### config.mk
export PLATFORM = sky130hd
export DESIGN_NAME = fetch_ctrl_flat
export DESIGN_NICKNAME = d
export VERILOG_FILES = /design/src/rtl/fetch_pkg.sv /design/src/rtl/fetch_if.sv /design/src/rtl/fetch_addr_map.sv /design/src/rtl/fetch_ctrl.sv /design/src/flat_wrapper.sv
export SDC_FILE = /design/constraint.sdc
export NUM_CORES = 1
export LEC_CHECK = 0
export ABC_AREA = 1
export BUFFER_PORTS_ARGS = -buffer_cell sky130_fd_sc_hd__buf_4
export CAP_MARGIN = 10
export CELL_PAD_IN_SITES_DETAIL_PLACEMENT = 0
export CELL_PAD_IN_SITES_GLOBAL_PLACEMENT = 1
export CORE_UTILIZATION = 36
export DETAILED_ROUTE_END_ITERATION = 8
export GPL_TIMING_DRIVEN = 0
export PLACE_DENSITY = 0.8
export RECOVER_POWER = 25
export SYNTH_ARGS = -nofsm -noshare
export SYNTH_HDL_FRONTEND = slang
export SYNTH_SLANG_ARGS = --single-unit
### constraint.sdc
create_clock -name clk -period 2.05 [get_ports clk]
set_input_delay 0.205 -clock clk [delete_from_list [all_inputs] [get_ports clk]]
set_output_delay 0.205 -clock clk [all_outputs]
set_load 0.1 [all_outputs]
### src/rtl/fetch_pkg.sv
// fetch_pkg: shared constants and types for the instruction-fetch slice.
// Holds the PC/vector constants, the IMEM word-address width, the FSM state
// encoding and the redirect-priority encoding used by fetch_ctrl.
package fetch_pkg;

    localparam logic [31:0] PC_RESET    = 32'h0000_3000;
    localparam logic [31:0] EXC_VEC     = 32'h0000_4180;
    localparam int          IMEM_AW     = 11;
    localparam int          TIMEOUT_CYC = 64;
    localparam int          TMO_W       = $clog2(TIMEOUT_CYC);

    typedef enum logic [1:0] {
        ST_IDLE  = 2'd0,
        ST_REQ   = 2'd1,
        ST_HOLD  = 2'd2,
        ST_DRAIN = 2'd3
    } fetch_state_e;

    // Redirect sources, resolved so that an exception always wins.
    typedef enum logic [1:0] {
        RD_NONE    = 2'd0,
        RD_BRANCH  = 2'd1,
        RD_BAD_TGT = 2'd2,
        RD_EXC     = 2'd3
    } redir_e;

    // Exception beats branch; a branch to an unusable target becomes RD_BAD_TGT.
    function automatic redir_e redir_sel(input logic exc, input logic br, input logic tgt_ok);
        redir_e r;
        if (exc)
            r = RD_EXC;
        else if (br && tgt_ok)
            r = RD_BRANCH;
        else if (br)
            r = RD_BAD_TGT;
        else
            r = RD_NONE;
        return r;
    endfunction

endpackage

### src/rtl/fetch_if.sv
// fetch_if: req/ready handshake between the fetch controller (master) and the
// variable-latency instruction memory (slave).
interface fetch_if;
    import fetch_pkg::*;

    logic               req;
    logic [IMEM_AW-1:0] addr;
    logic               ready;
    logic [31:0]        rdata;

    modport master (output req, output addr, input ready, input rdata);
    modport slave  (input req, input addr, output ready, output rdata);

endinterface

### src/rtl/fetch_addr_map.sv
// fetch_addr_map: byte PC -> IMEM word address, plus range/alignment flags.
// Used for the running pc and for checking branch targets.
module fetch_addr_map
    import fetch_pkg::*;
(
    input  logic [31:0]        pc,
    output logic [IMEM_AW-1:0] imem_addr,
    output logic               in_range,
    output logic               aligned
);

    logic [31:0] offset;
    logic        unused_lsb;

    assign offset     = pc - PC_RESET;
    // Truncation is deliberate: a sequential run off the end wraps to word 0.
    assign imem_addr  = offset[IMEM_AW+1:2];
    assign aligned    = (pc[1:0] == 2'b00);
    assign in_range   = (pc >= PC_RESET) && (offset[31:IMEM_AW+2] == '0);
    assign unused_lsb = ^offset[1:0];

endmodule

### src/rtl/fetch_ctrl.sv
// fetch_ctrl: F-stage fetch sequencer. Owns the PC, runs the IMEM req/ready
// handshake and presents instr_F/pc_F/valid_F to the F/D register. Handles
// hazard stalls, branch redirects and exception redirects (highest priority).
// Optional watchdog on stuck memory requests: define FETCH_TIMEOUT_EN.
module fetch_ctrl
    import fetch_pkg::*;
(
    input  logic        clk,
    input  logic        rst_n,
    input  logic        stall_D,
    input  logic        br_taken,
    input  logic [31:0] br_target,
    input  logic        exc_req,
    fetch_if.master     imem,
    output logic [31:0] pc_F,
    output logic [31:0] instr_F,
    output logic        valid_F,
    output logic        addr_err
`ifdef FETCH_TIMEOUT_EN
    ,
    output logic        timeout_flag
`endif
);

    fetch_state_e       state, state_nxt;
    logic [31:0]        pc, pc_nxt;
    logic [31:0]        pc_F_nxt, instr_F_nxt;
    logic               valid_F_nxt;
    logic [IMEM_AW-1:0] drain_addr, drain_addr_nxt;

    logic [IMEM_AW-1:0] pc_word;
    logic               pc_in_range, pc_aligned;
    logic [IMEM_AW-1:0] tgt_word;
    logic               tgt_in_range, tgt_aligned;
    logic               unused_map;

    logic               req_on;
    redir_e             redir;
    logic               tmo_hit;
    logic               redirect;
    logic [31:0]        redir_pc;
    logic               addr_err_nxt;

    fetch_addr_map u_pc_map (
        .pc        (pc),
        .imem_addr (pc_word),
        .in_range  (pc_in_range),
        .aligned   (pc_aligned)
    );

    fetch_addr_map u_tgt_map (
        .pc        (br_target),
        .imem_addr (tgt_word),
        .in_range  (tgt_in_range),
        .aligned   (tgt_aligned)
    );

    // The running pc needs no checking and the target's word address is unused.
    assign unused_map = ^{pc_in_range, pc_aligned, tgt_word};

    assign req_on    = (state == ST_REQ) || (state == ST_DRAIN);
    assign imem.req  = req_on;
    // DRAIN keeps presenting the abandoned request's address until it completes.
    assign imem.addr = (state == ST_DRAIN) ? drain_addr : pc_word;

    assign redir = redir_sel(exc_req, br_taken, tgt_in_range && tgt_aligned);

`ifdef FETCH_TIMEOUT_EN
    logic [TMO_W-1:0] tmo_cnt;

    assign tmo_hit = req_on && !imem.ready && (tmo_cnt == TMO_W'(TIMEOUT_CYC - 1));

    // Watchdog: count cycles a request waits; clear on ready or any redirect.
    always_ff @(posedge clk or negedge rst_n) begin
        if (!rst_n) begin
            tmo_cnt      <= '0;
            timeout_flag <= 1'b0;
        end else begin
            if (!req_on || imem.ready || redirect)
                tmo_cnt <= '0;
            else
                tmo_cnt <= tmo_cnt + TMO_W'(1);
            if (tmo_hit)
                timeout_flag <= 1'b1;
        end
    end
`else
    assign tmo_hit = 1'b0;
`endif

    // Explicit redirects take precedence over a coincident watchdog expiry.
    assign redirect     = (redir != RD_NONE) || tmo_hit;
    assign redir_pc     = (redir == RD_BRANCH) ? br_target : EXC_VEC;
    assign addr_err_nxt = (redir == RD_BAD_TGT) || ((redir == RD_NONE) && tmo_hit);

    // Next-state and next-register values for the fetch FSM.
    always_comb begin
        // NOTE: every variable gets a default before the case so no latch is inferred.
        state_nxt      = state;
        pc_nxt         = pc;
        pc_F_nxt       = pc_F;
        instr_F_nxt    = instr_F;
        valid_F_nxt    = valid_F;
        drain_addr_nxt = drain_addr;

        case (state)
            ST_IDLE: begin
                state_nxt = ST_REQ;
                if (redirect)
                    pc_nxt = redir_pc;
            end

            ST_REQ: begin
                if (redirect) begin
                    pc_nxt      = redir_pc;
                    valid_F_nxt = 1'b0;
                    // The memory cannot abort, so an outstanding request is drained.
                    if (!imem.ready) begin
                        state_nxt      = ST_DRAIN;
                        drain_addr_nxt = pc_word;
                    end
                end else if (imem.ready) begin
                    instr_F_nxt = imem.rdata;
                    pc_F_nxt    = pc;
                    valid_F_nxt = 1'b1;
                    if (stall_D)
                        state_nxt = ST_HOLD;
                    else
                        pc_nxt = pc + 32'd4;
                end else begin
                    valid_F_nxt = 1'b0;
                end
            end

            ST_HOLD: begin
                if (redirect) begin
                    pc_nxt      = redir_pc;
                    valid_F_nxt = 1'b0;
                    state_nxt   = ST_REQ;
                end else if (!stall_D) begin
                    pc_nxt      = pc + 32'd4;
                    valid_F_nxt = 1'b0;
                    state_nxt   = ST_REQ;
                end
            end

            ST_DRAIN: begin
                valid_F_nxt = 1'b0;
                if (redirect)
                    pc_nxt = redir_pc;
                // Returned data is discarded; once it lands the old request is gone.
                if (imem.ready)
                    state_nxt = ST_REQ;
            end

            default: state_nxt = ST_IDLE;
        endcase
    end

    // State, PC and F/D-facing registers.
    always_ff @(posedge clk or negedge rst_n) begin
        if (!rst_n) begin
            state      <= ST_IDLE;
            pc         <= PC_RESET;
            pc_F       <= '0;
            instr_F    <= '0;
            valid_F    <= 1'b0;
            drain_addr <= '0;
            addr_err   <= 1'b0;
        end else begin
            // NOTE: non-blocking assignments so every register samples pre-edge values.
            state      <= state_nxt;
            pc         <= pc_nxt;
            pc_F       <= pc_F_nxt;
            instr_F    <= instr_F_nxt;
            valid_F    <= valid_F_nxt;
            drain_addr <= drain_addr_nxt;
            addr_err   <= addr_err_nxt;
        end
    end

endmodule

### src/flat_wrapper.sv
// flat-port wrapper written by rule: the top's interface ports become plain ports
module fetch_ctrl_flat import fetch_pkg::*;
  (clk, rst_n, stall_D, br_taken, br_target, exc_req, pc_F, instr_F, valid_F, addr_err, imem_req, imem_addr, imem_ready, imem_rdata);
  fetch_if imem_i ();
  input  logic clk;
  input  logic rst_n;
  input  logic stall_D;
  input  logic br_taken;
  input  logic [31:0] br_target;
  input  logic exc_req;
  output logic [31:0] pc_F;
  output logic [31:0] instr_F;
  output logic valid_F;
  output logic addr_err;
  output wire logic [$bits(imem_i.req)-1:0] imem_req;
  output wire logic [$bits(imem_i.addr)-1:0] imem_addr;
  input wire logic [$bits(imem_i.ready)-1:0] imem_ready;
  input wire logic [$bits(imem_i.rdata)-1:0] imem_rdata;
  assign imem_req = imem_i.req;
  assign imem_addr = imem_i.addr;
  assign imem_i.ready = imem_ready;
  assign imem_i.rdata = imem_rdata;
  fetch_ctrl u_core (.clk(clk), .rst_n(rst_n), .stall_D(stall_D), .br_taken(br_taken), .br_target(br_target), .exc_req(exc_req), .imem(imem_i), .pc_F(pc_F), .instr_F(instr_F), .valid_F(valid_F), .addr_err(addr_err));
endmodule
==> impl_metrics.toml <==
[status]
outcome = "complete, no violations"

[setup_path]
arrival_ns = 2.23
critPathBufInv = 3
path_cells = "buf_4 -> clkinvlp_4 -> nor3_4 -> buf_4 -> nand3_1 -> nor3_2 -> xor2_1 -> nand4_1 -> o21ai_0"
worstSetupStartpointType = "flip-flop"
path_max_fanout = 5
setup.worst_path.class = "reg2reg"
cp.depth = 9
rr_worst_depth = 9
crit_top_cell = "buf_4"
cp_data_required_time_ns = 2.33
slowest_delay_ns = 0.41
endpoint_kind = "flip-flop"
crit_family = "simple AND/OR/NAND/NOR gates"
slowest_stage = "dfrtp_1"

[run]
maxCapViolCount = 0

[global_route]
grt_pass1_wl_mm = 26.5
grt_pass1_vias = 5012
grt_usage = 0.192
grt_overflow = 0
grt_max_degree = 86
antenna_found_initial = 0

[floorplanning]
dieHeight_um = 131
fp.dieW_um = 131
ioPinCount = 148
core_area_um2 = 16100
dieArea_um2 = 17300
floorplan.initialDensity = 0.374
placementRows = 46

[worst_hold_path]
hold_path_depth = 2
min_path_type = "in2reg"

[placement]
place_congestion = 0.828
portBuffers = 147
dpl_worst_slack_ns = -0.314
dp_hpwl_mm = 12.3

[layout]
layout-area-overhead-vs-synth_pct = 32.5
nets = 958
drive_above_1_share = 0.339
num_antenna_cells = 0

[synthesis]
ys_ff_latch = 111
netlist_instances = 712
syn_nets = 788
yosys_warnings = 0
avgSynthCellArea_um2 = 8.47
netlist_area_um2 = 6030
ys_async_sr_fraction = 1.00
seq_area_frac_synth = 0.461
synth-main-ff-cell = "dfrtp_1"
yosysUniqueCellTypes = 41
synth_edf_count = 0

[clock_tree]
cts_buffer_depth = 2
cts_sinks = 111
clk_latency_ns = 0.35
clockRootBuffer = "clkbuf_16"
cts_buffers = 9
cts.htree.levels = 3
cts_tree = "yes"
path_clk_slew_ns = 0.08

[sta]
whs_ns = 0.0399
setup_slack_ns = 0.101
finClkSkew_ns = 0.00837
hold_violations = 0
post-route-period-util = 0.951
max_freq_mhz = 513
drv_slew = 0
slew-limit-headroom = 0.253
worstMarginPinSlew_ns = 1.12
fin_crit_ns = 1.95
finalSetupViolCount = 0

[detailed_routing]
post_drt_wl_per_cell_um = 14.7
firstDrtPassIters = 4
vias_per_cell = 4.80
drtIter0Drc = 331
drt-total-wl_mm = 16.2
ant_nets = 0
drc = 0
vias = 5298

[power]
vdd_drop_max_v = 0.00141
p_total_mw = 12.6
p_per_area_nw_per_um2 = 1570
leakage_nw = 3.71
cell usage in the layout (no fill, tap or decap), types with 26 or more instances in the layout:
cell type | netlist | layout
buf_4 | 0 | 149
nand2_1 | 146 | 145
dfrtp_1 | 109 | 108
inv_1 | 75 | 75
o21ai_0 | 83 | 70
nor2_1 | 57 | 57
mux2_2 | 32 | 32
nand3_1 | 27 | 27
nand4_1 | 26 | 26
what timing repair did:
action,4_1_cts,5_1_grt
pin swaps,1,5
endpoints found under the hold margin,26,0
hold buffers,1,0
endpoints found under the setup margin,70,90
setup buffers,0,11
resized for setup,24,38
Yosys cell counts, types with 9 or more instances:
master,number,area (um2)
nand2_1,146,548
dfrtp_1,109,2730
o21ai_0,83,415
inv_1,75,282
nor2_1,57,214
mux2_2,32,360
nand3_1,27,135
nand4_1,26,163
a21oi_1,18,90.1
clkbuf_1,18,67.6
nor3_1,15,75.1
nor2_2,11,68.8
a22oi_2,10,125
nor2_4,9,101
report_power, final:
group | internal (mW) | switching (mW)
logic | 1.65 | 5.77
registers | 2.85 | 0.423
clock network | 1.01 | 0.862
stage by stage:
step                area [um2]   util  cells  TNS (ns)
floorplan                 6030      -    712     -3.87
global placement          7410  0.460   1075     -5.11
detailed placement        7440  0.462   1076     -6.28
CTS                       7840  0.487   1093         0
global route              7990  0.496   1103    -0.107
finish                    7990  0.496   1103         0
sequential cells by signal (all words and copies together), names as in the netlist:
name               cells
u_core.valid_F         1
u_core.state           2
u_core.pc             32
u_core.addr_err        1
u_core.instr_F        32
u_core.drain_addr     11
u_core.pc_F           32
layout make-up:
| class | instances | area, um2 |
|---|---|---|
| Buffer | 25 | 149 |
| Multi-Input combinational cell | 494 | 2920 |
| Clock buffer | 10 | 239 |
| Inverter | 81 | 308 |
| Timing Repair Buffer | 160 | 1240 |
| Clock inverter | 6 | 81.3 |
| Sequential cell | 111 | 2780 |
| Tap cell | 216 | 270 |
| Fill cell | 1608 | 8120 |
metal layers:
metal | track usage | vias up | routed length, um
met3 | 0.0347 | 13 | 799
met2 | 0.294 | 159 | 7190
met1 | 0.279 | 2410 | 8030
li1 | - | 2716 | -
met4 | 0.0465 | 0 | 174
met5 | 0 | - | 0
path summary, 6_finish.rpt:
kind | to | slack, ns | startpoint
setup reg to reg | u_core.pc[31]$_DFFE_PN0P_ | 0.10 | u_core.pc[2]$_DFFE_PN0P_
max in group asynchronous | u_core.pc[3]$_DFFE_PN0P_ | 0.39 | rst_n
hold / removal | u_core.addr_err$_DFF_PN0_ | 0.04 | exc_req
min in group asynchronous | u_core.instr_F[28]$_DFFE_PN0P_ | 0.27 | rst_n
setup / recovery | u_core.pc[31]$_DFFE_PN0P_ | 0.10 | u_core.pc[2]$_DFFE_PN0P_
hold reg to reg | u_core.drain_addr[4]$_DFFE_PN0P_ | 0.49 | u_core.drain_addr[4]$_DFFE_PN0P_
logic make-up after synthesis:
logic type,share of synthesized area
AND/OR/NAND/NOR,0.264
AO/OA/AOI/OAI,0.119
flip-flops,0.461
buffers and inverters,0.0705
multiplexers,0.0597
XOR/XNOR,0.0131
adder cells (fa/ha/maj),0.0124
Power figures use the tool's default switching activity.
